<file path="src/rtl/lsu_bus_pkg.sv">
// ============================================================================
// Module : lsu_bus_pkg
// Brief  : Shared state encoding and watchdog default for the LSU bus bridge
// Rev    : 1.0  initial release
// ============================================================================
`default_nettype none

package lsu_bus_pkg;

  typedef enum logic [1:0] {
    CIRNO_LSU_ST_IDLE = 2'd0,
    CIRNO_LSU_ST_CMD  = 2'd1,
    CIRNO_LSU_ST_RSP  = 2'd2,
    CIRNO_LSU_ST_DONE = 2'd3
  } lsu_state_e;

  localparam int CIRNO_LSU_TO_DEF = 255;

endpackage

`default_nettype wire

</file>
<file path="src/rtl/lsu_wdog.sv">
// ============================================================================
// Module : lsu_wdog
// Brief  : Clear/increment/expire response watchdog counter
// Rev    : 1.0  initial release
// ============================================================================
`default_nettype none

module lsu_wdog #(
  parameter int TIMEOUT_CYC = 255,
  parameter int TO_W        = 8
) (
  input  logic clk,
  input  logic rst_n,
  input  logic clr,
  input  logic inc,
  output logic expire
);

  // A zero timeout disables the counter entirely; expire never asserts.
  localparam bit              c_en   = (TIMEOUT_CYC != 0);
  localparam logic [TO_W-1:0] c_last = c_en ? TO_W'(TIMEOUT_CYC - 1) : '0;

  logic [TO_W-1:0] r_cnt;

  always_ff @(posedge clk or negedge rst_n) begin
    if (!rst_n) begin
      r_cnt <= '0;
    end else if (clr) begin
      r_cnt <= '0;
    end else if (inc && c_en && !expire) begin
      r_cnt <= r_cnt + 1'b1;
    end
  end

  assign expire = c_en && (r_cnt == c_last);

endmodule

`default_nettype wire

</file>
<file path="src/rtl/lsu_bus.sv">
// ============================================================================
// Module : lsu_bus
// Brief  : Single-outstanding load/store bridge onto a split cmd/rsp bus
// Rev    : 1.0  initial release
// ============================================================================
`default_nettype none

module lsu_bus
  import lsu_bus_pkg::*;
#(
  parameter int TIMEOUT_CYC = CIRNO_LSU_TO_DEF,
  parameter int TO_W        = 8
) (
  input  logic        clk,
  input  logic        rst_n,
  input  logic        hs_ex4ls_val,
  output logic        hs_ls4ex_rdy,
  input  logic [31:0] i_ls_adr,
  input  logic [31:0] i_ls_wdat,
  input  logic [3:0]  i_ls_wen,
  input  logic        i_ls_ren,
  output logic [31:0] o_ls_rdat,
  output logic        o_ls_err,
  output logic        o_bus_cmd_val,
  input  logic        i_bus_cmd_rdy,
  output logic [31:0] o_bus_adr,
  output logic [31:0] o_bus_wdat,
  output logic [3:0]  o_bus_wen,
  output logic        o_bus_read,
  input  logic        i_bus_rsp_val,
  output logic        o_bus_rsp_rdy,
  input  logic [31:0] i_bus_rdat,
  input  logic        i_bus_err
);

  lsu_state_e  r_state;
  logic        r_ls_rdy;
  logic [31:0] r_ls_rdat;
  logic        r_ls_err;
  logic        r_cmd_val;
  logic [31:0] r_adr;
  logic [31:0] r_wdat;
  logic [3:0]  r_wen;
  logic        r_read;
  logic        r_rsp_rdy;

  logic        w_wd_clr;
  logic        w_wd_inc;
  logic        w_wd_expire;

  assign w_wd_clr = (r_state == CIRNO_LSU_ST_CMD) && i_bus_cmd_rdy;
  assign w_wd_inc = (r_state == CIRNO_LSU_ST_RSP) && !i_bus_rsp_val;

  lsu_wdog #(
    .TIMEOUT_CYC (TIMEOUT_CYC),
    .TO_W        (TO_W)
  ) u_wdog (
    .clk    (clk),
    .rst_n  (rst_n),
    .clr    (w_wd_clr),
    .inc    (w_wd_inc),
    .expire (w_wd_expire)
  );

  // Completion outputs default low each cycle so they only carry data in DONE.
  always_ff @(posedge clk or negedge rst_n) begin
    if (!rst_n) begin
      r_state   <= CIRNO_LSU_ST_IDLE;
      r_ls_rdy  <= 1'b0;
      r_ls_rdat <= '0;
      r_ls_err  <= 1'b0;
      r_cmd_val <= 1'b0;
      r_adr     <= '0;
      r_wdat    <= '0;
      r_wen     <= '0;
      r_read    <= 1'b0;
      r_rsp_rdy <= 1'b1;
    end else begin
      r_ls_rdy  <= 1'b0;
      r_ls_rdat <= '0;
      r_ls_err  <= 1'b0;
      case (r_state)
        CIRNO_LSU_ST_IDLE: begin
          if (hs_ex4ls_val) begin
            r_adr     <= i_ls_adr;
            r_wdat    <= i_ls_wdat;
            r_wen     <= i_ls_ren ? 4'b0000 : i_ls_wen;
            r_read    <= i_ls_ren;
            r_rsp_rdy <= 1'b0;
            if (i_ls_ren && (i_ls_wen != 4'b0000)) begin
              r_ls_err <= 1'b1;
              r_ls_rdy <= 1'b1;
              r_state  <= CIRNO_LSU_ST_DONE;
            end else if (!i_ls_ren && (i_ls_wen == 4'b0000)) begin
              r_ls_rdy <= 1'b1;
              r_state  <= CIRNO_LSU_ST_DONE;
            end else begin
              r_cmd_val <= 1'b1;
              r_state   <= CIRNO_LSU_ST_CMD;
            end
          end
        end
        CIRNO_LSU_ST_CMD: begin
          if (i_bus_cmd_rdy) begin
            r_cmd_val <= 1'b0;
            r_rsp_rdy <= 1'b1;
            r_state   <= CIRNO_LSU_ST_RSP;
          end
        end
        CIRNO_LSU_ST_RSP: begin
          // A response in the expiry cycle takes priority over the timeout.
          if (i_bus_rsp_val) begin
            r_ls_rdat <= r_read ? i_bus_rdat : 32'h0;
            r_ls_err  <= i_bus_err;
            r_ls_rdy  <= 1'b1;
            r_rsp_rdy <= 1'b0;
            r_state   <= CIRNO_LSU_ST_DONE;
          end else if (w_wd_expire) begin
            r_ls_err  <= 1'b1;
            r_ls_rdy  <= 1'b1;
            r_rsp_rdy <= 1'b0;
            r_state   <= CIRNO_LSU_ST_DONE;
          end
        end
        CIRNO_LSU_ST_DONE: begin
          r_rsp_rdy <= 1'b1;
          r_state   <= CIRNO_LSU_ST_IDLE;
        end
        default: begin
          r_rsp_rdy <= 1'b1;
          r_state   <= CIRNO_LSU_ST_IDLE;
        end
      endcase
    end
  end

  assign hs_ls4ex_rdy  = r_ls_rdy;
  assign o_ls_rdat     = r_ls_rdat;
  assign o_ls_err      = r_ls_err;
  assign o_bus_cmd_val = r_cmd_val;
  assign o_bus_adr     = r_adr;
  assign o_bus_wdat    = r_wdat;
  assign o_bus_wen     = r_wen;
  assign o_bus_read    = r_read;
  assign o_bus_rsp_rdy = r_rsp_rdy;

endmodule

`default_nettype wire

</file>
<file path="config.mk">
export PLATFORM = sky130hd
export DESIGN_NAME = lsu_bus
export DESIGN_NICKNAME = d
export VERILOG_FILES = /design/src/rtl/lsu_bus_pkg.sv /design/src/rtl/lsu_wdog.sv /design/src/rtl/lsu_bus.sv
export SDC_FILE = /design/constraint.sdc
export NUM_CORES = 1
export LEC_CHECK = 0
export CORE_MARGIN = 4
export CORE_UTILIZATION = 25
export CTS_CLUSTER_DIAMETER = 100
export DETAILED_ROUTE_END_ITERATION = 10
export PLACE_DENSITY_LB_ADDON = 0.3
export SLEW_MARGIN = 20
export SYNTH_ARGS = -nofsm -noshare
export SYNTH_HDL_FRONTEND = slang
export SYNTH_HIERARCHICAL = 1
export SYNTH_SLANG_ARGS = --single-unit
</file>
<file path="constraint.sdc">
create_clock -name clk -period 2.6 [get_ports clk]
set_input_delay 0.52 -clock clk [delete_from_list [all_inputs] [get_ports clk]]
set_output_delay 0.52 -clock clk [all_outputs]
set_load 0.01 [all_outputs]
</file>
==> metrics.yaml <==
outcome: "finished, final reports clean"
place_congestion: 0.776
hold_viol: 0
dp_cells: 748
worstMarginPinSlew_ps: 457
die_h_um: 144
grt_overflow: 0
syn_inst: 315
period_share_pct: 79.0
h-tree-depth: 4
antenna_found_initial: 0
end_kind: "register"
syn-num-nets: 430
relSlewSlack_pct: 69.5
wl_per_cell_um: 15.6
fin_cells: 780
synth.cell_area_sq_um: 4640
fmax_mhz: 487
setup_viol: 0
wl_mm: 12.2
path_class: "register to register"
nFillCells: 1630
crit_chain: "inv_1 > ha_1 > nor2b_1 > and3_1 > o211a_1 > mux2_4"
grt_pass1_vias: 3552
regToRegSetupSlack_ps: 550
ys.flop_type: "dfrtp_1"
hp-class: "primary input to async pin"
synth.avg_cell_area_sq_um: 14.7
final_max_slew_viol_count: 0
fp.dieW_um: 144
die-area_sq_um: 20800
cts_made_buffers: 17
ys_seq_area_share_pct: 62.1
cts-resized-gates: 0
synth_async_sr_flop_share_pct: 100
rsz0062_at_grt: "false"
ys_ff_latch: 115
dp_hpwl_mm: 9.05
cts_tree: "done"
fin_nets: 653
hold_slack_ps: 92.0
crit_slowest_cell: "dfrtp_1"
grt_pass1_wl_mm: 18.9
seqCellArea_sq_um: 2880
cts_root_buf: "clkbuf_16"
drt_iter0_drc: 116
clk_latency_ps: 410
cts_max_path_buffers: 2
synth_top_area_cell: "dfrtp_1"
final_util_pct: 42.0
crit_path_max_incr_delay_ps: 410
grt.total_usage_pct: 11.8
clkSinkCount: 115
num_vias: 3273
cp_num_buf_inv: 1
ys_top_cells_by_count: "114 x dfrtp_1, 40 x mux2_4, 33 x and2_1"
path_clk_slew_ps: 50
drcViolationCount: 0
rows: 49
cp_max_fo: 7
netlist_top_cells_area: "dfrtp_1 62%, mux2_4 13%, mux2_2 7.0%"
fin_skew_ps: 4.65
ys_types: 34
multiInputGateArea_sq_um: 1640
finalCriticalPeriod_ps: 2050
cp_top_family: "simple AND/OR/NAND/NOR gates"
powerDensity_nw_per_um2: 1090
leakage_uw: 0.00344
synth.most_common_cell: "dfrtp_1"
initial_core_util_pct: 25.6
synth_top_area_share_pct: 61.5
core_sq_um: 18100
grt_start_max_net_pins: 69
drive_gt1_share_pct: 19.4
synth_edf_count: 0
crit_required_ps: 2890
start_kind: "register"
via_per_inst: 4.20
postRouteAntennaNets: 0
maxCapViolCount: 0
area_growth_pct: 63.8
crit_arrival_ps: 2340
boundaryPins: 212
ir_drop_mv: 0.442
port_buffers: 211
hold_buffers: 0
finalSetupTns_ps: 0
post-cts-setup-buffer-count: 0
ys_warn_count: 6
first_pass_iters: 4
antenna_cells: 0
[metrics by stage]
step | power (uW) | cell area, sq um | setup slack [ps]
floorplan | 4390 | 4640 | 720
global placement | 6100 | 7040 | 267
detailed placement | 6170 | 7040 | 204
CTS | 8430 | 7600 | 550
global route | 8770 | 7600 | 422
finish | 8280 | 7600 | 546
[cell families after synthesis]
| group | share of synthesized area, % |
|---|---|
| buffers and inverters | 2.64 |
| AND/OR/NAND/NOR | 8.82 |
| flip-flops | 62.1 |
| AO/OA/AOI/OAI | 3.67 |
| multiplexers | 20.6 |
| adder cells (fa/ha/maj) | 2.16 |
[path summary, 6_finish.rpt]
check / cells after the start / from / to
setup / recovery: 6 / r_state[0]$_DFFE_PN0P_ / u_wdog/r_cnt[3]$_DFFE_PN0P_
setup reg to reg: 6 / r_state[0]$_DFFE_PN0P_ / u_wdog/r_cnt[3]$_DFFE_PN0P_
hold reg to reg: 2 / o_bus_rsp_rdy$_DFFE_PN1P_ / o_bus_rsp_rdy$_DFFE_PN1P_
hold / removal: 2 / rst_n / o_bus_adr[14]$_DFFE_PN0P_
max in group asynchronous: 2 / rst_n / o_bus_adr[23]$_DFFE_PN0P_
min in group clk: 2 / o_bus_rsp_rdy$_DFFE_PN1P_ / o_bus_rsp_rdy$_DFFE_PN1P_
[state kept, by name (all words and copies together), names as in the netlist]
name,flops
o_ls_err,1
o_bus_wen,4
r_state,2
u_wdog/r_cnt,8
o_bus_read,1
o_bus_wdat,32
o_bus_adr,32
o_bus_rsp_rdy,1
o_ls_rdat,32
o_bus_cmd_val,1
hs_ls4ex_rdy,1
[worst register-to-register path: stages, from the launching register on]
cell and delay (ps):
dfrtp_1 410, inv_1 90, ha_1 280, nor2b_1 410
and3_1 240, o211a_1 190, mux2_4 310
[cell usage in the layout (no fill, tap or decap), types with 5 or more instances in the layout]
master,netlist,final
a21oi_1,5,5
and2_1,33,33
clkbuf_16,0,17
clkdlybuf4s50_1,0,210
clkinv_2,0,6
dfrtp_1,114,114
ha_1,8,8
inv_1,10,10
mux2_2,29,29
mux2_4,40,40
nand2_1,12,11
nor2_1,10,10
nor2b_1,6,6
o21ai_0,8,8
[metal layers]
metal / share of wire [%] / vias up / track usage, % / wire length [um]
met5: 0 / - / 0 / 0
met4: 1.5 / 0 / 3.98 / 186
met3: 9.8 / 13 / 5.56 / 1200
met2: 48 / 142 / 19.4 / 5890
met1: 40 / 1598 / 13.7 / 4910
li1: - / 1520 / - / -
[area by class of cell]
class	count	area share [%]
well taps	229	3.77
repair buffers	216	28.9
inverters	10	0.494
clock inverters	11	1.48
clock buffers	21	5.80
multi-input cells	178	21.6
flip-flops and latches	115	37.9
[report_power, final]
group          switching [uW]  leakage (uW)  total [uW]  internal, uW
Combinational            1190       0.00173        3260          2070
Clock                     793      0.000266        2190          1400
Sequential                371       0.00144        2830          2460
Total                    2360       0.00344        8280          5930
(Power assumes the default switching activity.)
